### src/rtl/mem_wb_stage_v2_pkg.sv
// mem_wb_stage_v2_pkg: shared widths and write-back / load-size encodings for the MEM/WB stage
package mem_wb_stage_v2_pkg;
    localparam int ADDRWIDTH = 7;
    localparam logic [1:0] WB_SEL_ALU = 2'b00;
    localparam logic [1:0] WB_SEL_MEM = 2'b01;
    localparam logic [1:0] WB_SEL_PC  = 2'b10;
    localparam logic [1:0] WB_SEL_INM = 2'b11;
    localparam logic [1:0] LD_BYTE    = 2'b00;
    localparam logic [1:0] LD_HALF    = 2'b01;
    localparam logic [1:0] LD_WORD    = 2'b10;
endpackage

### src/rtl/mem_wb_stage_v2_load_extender.sv
// load_extender: picks a little-endian byte/half lane of a memory word and sign/zero-extends it
module load_extender
    import mem_wb_stage_v2_pkg::*;
#(
    parameter int NB_DATA = 32
) (
    input  logic [NB_DATA-1:0] data,
    input  logic [1:0]         size,
    input  logic               is_unsigned,
    input  logic [1:0]         addr,
    output logic [NB_DATA-1:0] ext
);
    logic [7:0]  byte_sel;
    logic [15:0] half_sel;
    assign byte_sel = data[{addr, 3'b000} +: 8];
    assign half_sel = data[{addr[1], 4'b0000} +: 16];
    always_comb begin
        ext = size == LD_BYTE ? {{(NB_DATA-8){~is_unsigned & byte_sel[7]}}, byte_sel}
            : size == LD_HALF ? {{(NB_DATA-16){~is_unsigned & half_sel[15]}}, half_sel}
            : data;
    end
endmodule

### src/rtl/mem_wb_stage_v2.sv
// mem_wb_stage_v2: MEM/WB register with valid/flush/stall, WB mux, sticky halt, retire counter.
// Define LOAD_EXT_EN to enable sub-word load extraction.
module mem_wb_stage_v2
    import mem_wb_stage_v2_pkg::*;
#(
    parameter int NB_DATA   = 32,
    parameter int NB_REG    = 5,
    parameter int NB_PC     = ADDRWIDTH,
    parameter int NB_RETIRE = 16
) (
    input  logic                 clock_i,
    input  logic                 reset_i,
    input  logic                 enable_pipe_i,
    input  logic                 flush_i,
    input  logic                 valid_i,
    input  logic                 halt_detected_i,
    input  logic [NB_DATA-1:0]   mem_data_read_i,
    input  logic [NB_DATA-1:0]   alu_result_i,
    input  logic [NB_DATA-1:0]   data_inm_i,
    input  logic [NB_PC-1:0]     pc_i,
    input  logic [NB_REG-1:0]    write_register_i,
    input  logic [2:0]           wb_signals_i,
    input  logic [1:0]           load_size_i,
    input  logic                 load_unsigned_i,
    output logic [NB_REG-1:0]    write_register_o,
    output logic                 reg_write_o,
    output logic [NB_DATA-1:0]   wb_data_o,
    output logic                 valid_o,
    output logic                 halt_detected_o,
    output logic [NB_RETIRE-1:0] retired_count_o
);
    logic [NB_REG-1:0]    write_register_q;
    logic                 reg_write_q;
    logic [1:0]           mem_to_reg_q;
    logic [NB_DATA-1:0]   mem_data_q;
    logic [NB_DATA-1:0]   alu_q;
    logic [NB_DATA-1:0]   inm_q;
    logic [NB_PC-1:0]     pc_q;
    logic                 valid_q;
    logic                 halt_q;
    logic [NB_RETIRE-1:0] count_q;
    logic [NB_DATA-1:0]   load_data;
`ifdef LOAD_EXT_EN
    logic [1:0]           load_size_q;
    logic                 load_unsigned_q;
`endif

    // Halt freezes everything; flush only drops the valid bit and wins over stall and halt capture
    always_ff @(negedge clock_i or posedge reset_i) begin
        if (reset_i) begin
            write_register_q <= '0;
            reg_write_q      <= 1'b0;
            mem_to_reg_q     <= WB_SEL_ALU;
            mem_data_q       <= '0;
            alu_q            <= '0;
            inm_q            <= '0;
            pc_q             <= '0;
            valid_q          <= 1'b0;
            halt_q           <= 1'b0;
            count_q          <= '0;
`ifdef LOAD_EXT_EN
            load_size_q      <= LD_BYTE;
            load_unsigned_q  <= 1'b0;
`endif
        end else if (!halt_q) begin
            if (flush_i) begin
                valid_q <= 1'b0;
            end else if (enable_pipe_i) begin
                write_register_q <= write_register_i;
                reg_write_q      <= wb_signals_i[2];
                mem_to_reg_q     <= wb_signals_i[1:0];
                mem_data_q       <= mem_data_read_i;
                alu_q            <= alu_result_i;
                inm_q            <= data_inm_i;
                pc_q             <= pc_i;
                valid_q          <= valid_i;
                halt_q           <= halt_detected_i & valid_i;
`ifdef LOAD_EXT_EN
                load_size_q      <= load_size_i;
                load_unsigned_q  <= load_unsigned_i;
`endif
                if (valid_i && !(&count_q))
                    count_q <= count_q + 1'b1;
            end
        end
    end

`ifdef LOAD_EXT_EN
    load_extender #(.NB_DATA(NB_DATA)) u_load_extender (
        .data        (mem_data_q),
        .size        (load_size_q),
        .is_unsigned (load_unsigned_q),
        .addr        (alu_q[1:0]),
        .ext         (load_data)
    );
`else
    logic unused_load_ctrl;
    assign unused_load_ctrl = ^{load_size_i, load_unsigned_i};
    assign load_data = mem_data_q;
`endif

    always_comb begin
        wb_data_o = mem_to_reg_q == WB_SEL_ALU ? alu_q
                  : mem_to_reg_q == WB_SEL_MEM ? load_data
                  : mem_to_reg_q == WB_SEL_PC  ? {{(NB_DATA-NB_PC){1'b0}}, pc_q}
                  : inm_q;
    end

    assign write_register_o = write_register_q;
    assign reg_write_o      = reg_write_q & valid_q;
    assign valid_o          = valid_q;
    assign halt_detected_o  = halt_q;
    assign retired_count_o  = count_q;
endmodule

### config.mk
export PLATFORM = sky130hd
export DESIGN_NAME = mem_wb_stage_v2
export DESIGN_NICKNAME = d
export VERILOG_FILES = /design/src/rtl/mem_wb_stage_v2_pkg.sv /design/src/rtl/mem_wb_stage_v2_load_extender.sv /design/src/rtl/mem_wb_stage_v2.sv
export SDC_FILE = /design/constraint.sdc
export NUM_CORES = 1
export LEC_CHECK = 0
export BUFFER_PORTS_ARGS = -buffer_cell sky130_fd_sc_hd__clkbuf_2
export CAP_MARGIN = 20
export CORE_ASPECT_RATIO = 1.25
export CORE_MARGIN = 10
export CORE_UTILIZATION = 42
export CTS_CLUSTER_DIAMETER = 60
export DETAILED_ROUTE_END_ITERATION = 10
export GPL_TIMING_DRIVEN = 0
export PLACE_DENSITY = 0.79
export REMOVE_ABC_BUFFERS = 1
export SLEW_MARGIN = 5
export SYNTH_ARGS = -nofsm -noshare
export SYNTH_HDL_FRONTEND = slang
export SYNTH_HIERARCHICAL = 1
export SYNTH_SLANG_ARGS = --single-unit
### constraint.sdc
create_clock -name clock_i -period 4.7 [get_ports clock_i]
set_input_delay 0.705 -clock clock_i [delete_from_list [all_inputs] [get_ports clock_i]]
set_output_delay 0.705 -clock clock_i [all_outputs]
set_load 0.1 [all_outputs]
==> impl_metrics.toml <==
[detailed_routing]
first_pass_iters = 4
dr.first_iter.drc_count = 226
drc = 0
drt-total-wl_mm = 15.7
avgViaCountPerCell = 5.18
wl_per_cell_um = 19.2
ant_nets = 0
dr_total_vias = 4230

[die]
num_rows = 47
die_y_um = 150
start_util_pct = 42.9
ios = 176
core-area_um2 = 13200
die_x_um = 124
dieArea_um2 = 18600

[clock_tree]
cts_buffer_depth = 2
clk_pin_slew_ns = 0.04
root_buffer = "clkbuf_16"
htree_levels = 4
clk-insertion-delay-late_ns = 0.39
cts_tree = "built"
clock_sinks = 129
numCtsBuffers = 17

[synthesis]
ys_seq_area_share_pct = 56.9
yosys.area.top_type_share_pct = 56.9
postSynthAreaPerCell_um2 = 13.5
synth_commonest_cells = "129 x dfrtn_1, 112 x mux2_2, 33 x nand2_1, 28 x o21ai_0, 25 x mux2i_1"
ys_types = 32
synth_area_um2 = 5680
synth.most_common_cell = "dfrtn_1"
netlist_instances = 421
async_flop_share_pct = 100
yosys-top-cells-area = "dfrtn_1 57%, mux2_2 22%, mux2i_1 4.4%"
synth_top_area_cell = "dfrtn_1"
ys_seq_elements = 129
synth_ff_type = "dfrtn_1"
synth-edff-count = 0
yosysWarnings = 6

[critical_path]
slowest_stage = "mux4_2"
path_cells = "buf_6 -> buf_16 -> mux4_2 -> clkbuf_16"
cp-start-kind = "flip-flop"
end_kind = "output pin"
reg2reg_to = "alu_q[6]"
slowest_delay_ns = 0.52
worst-path-buf-inv = 3
reg2reg_setup_slack_ns = 2.53
cp_top_family = "multiplexers"
cp_max_fo = 9
critPathArrivalTime_ns = 4.22
cp.required_ns = 3.99
rr_worst_depth = 7
crit_type = "flip-flop to output pin"
r2r-start = "halt_detected_o"

[final_layout]
area_growth_pct = 47.3
antenna_cells = 0
nets = 755
seqCellArea_um2 = 3230
multi_input_area_um2 = 2470
fillCellCount = 984
drive_gt1_share_pct = 61.9
final_util_pct = 63.2

[grt]
grt_max_degree = 67
grt_overflow = 0
antenna_found_initial = 0
grt_pass1_wl_mm = 23.9
grt_use_total_pct = 16.5
grt_pass1_vias = 4849

[min_path]
hp-class = "flip-flop to flip-flop"
hold_end = "pc_q[1]"
worstHoldPathCells = 1
hp-start = "pc_q[1]"

[timing]
slew-limit-headroom_pct = 60.7
skew_ns = 0.00577
finalHoldViolCount = 0
final-setup-viol-count = 31
fin_setup_tns_ns = -4.06
worstMarginPinSlew_ns = 0.590
fin_ws_ns = -0.220
rsz0062_at_grt = "yes"
maxSlewViolCount = 0

[status]
violations = "setup timing"
status = "finished with violations"

[flow_run]
max_cap_viol_count = 0

[place]
io_buffers = 172
hpwlAfterDp_mm = 10.9
dpl_worst_slack_ns = -0.938
place_congestion = 0.811
cell families (layout without fill, tap and decap cells):
family	Yosys count	after routing	share of synthesized area, %
flops	129	129	56.9
simple gates	66	67	5.73
fa+ha+maj	1	1	0.220
xor+xnor	10	10	1.54
compound gates	39	39	3.81
buf+inv	32	255	2.42
mux	144	144	29.4
area by class of cell:
| cell class | instances | area share (%) |
|---|---|---|
| Sequential cell | 129 | 38.6 |
| Multi-Input combinational cell | 261 | 29.6 |
| Timing Repair Buffer | 219 | 21.9 |
| Clock buffer | 26 | 6.21 |
| Tap cell | 171 | 2.56 |
| Clock inverter | 4 | 0.868 |
| Inverter | 6 | 0.329 |
worst max path at each step:
stage | startpoint | end | slack, ns | cells past startpoint
global route | mem_to_reg_q[0] | wb_data_o[3] | -0.28 | 4
global placement | flush_i | pc_q[0] | -10.36 | 3
CTS | mem_to_reg_q[0] | wb_data_o[3] | -0.27 | 4
detailed placement | mem_to_reg_q[1] | wb_data_o[18] | -0.94 | 6
floorplan | flush_i | alu_q[0] | -7.34 | 2
finish | mem_to_reg_q[0] | wb_data_o[3] | -0.22 | 4
placed cells by master, fill, tap and decap left out, drive strengths merged:
cell      count
a311oi        2
nand4         3
nor4          4
nor3          8
xor2          9
a31oi         2
nor3b         1
or4           2
buf          58
dfrtn       129
a21oi         4
o21ai        28
bufbuf        1
a41oi         1
clkbuf      186
nand4bb       1
a21boi        1
xnor2         1
a41o          1
mux2i        25
and2          3
mux2        112
nand3         5
clkinvlp      1
or2           1
nor2          4
or3           1
inv           6
bufinv        2
mux4          7
and4          1
clkinv        1
nand2        33
ha            1
registers in the layout (all words and copies together), names as in the netlist:
signal	cells
valid_o	1
mem_to_reg_q	2
write_register_o	5
alu_q	32
pc_q	7
inm_q	32
halt_detected_o	1
retired_count_o	16
reg_write_q	1
load_data	32
through the flow:
| stage | hold slack, ns | instances | area [um2] |
|---|---|---|---|
| after global routing | 0.469 | 816 | 8360 |
| after detailed placement | 0.452 | 752 | 6860 |
| after global placement | 0.444 | 738 | 6640 |
| after floorplan | 0.434 | 395 | 5560 |
| after CTS | 0.452 | 810 | 8140 |
| final | 0.452 | 816 | 8360 |
metal layers:
layer	part of all wire (%)	wire length [um]	vias to the layer above	global-route usage (%)
li1	-	-	1939	-
met1	37	5740	2129	17.4
met2	55	8580	138	29.2
met3	6.2	980	24	5.39
met4	2.4	380	0	6.81
met5	0	0	-	0
what timing repair did:
action                                  in CTS  in global routing
hold endpoints to repair                     0                  0
resized for setup                          122                 50
hold buffers                                 0                  0
endpoints found under the setup margin      67                 32
buffers inserted                            26                  6
pin swaps                                   10                  2
cloned                                       2                  0
Power is not shown: default switching activity piles up to over one toggle a cycle in this logic, so the estimate is an artifact.
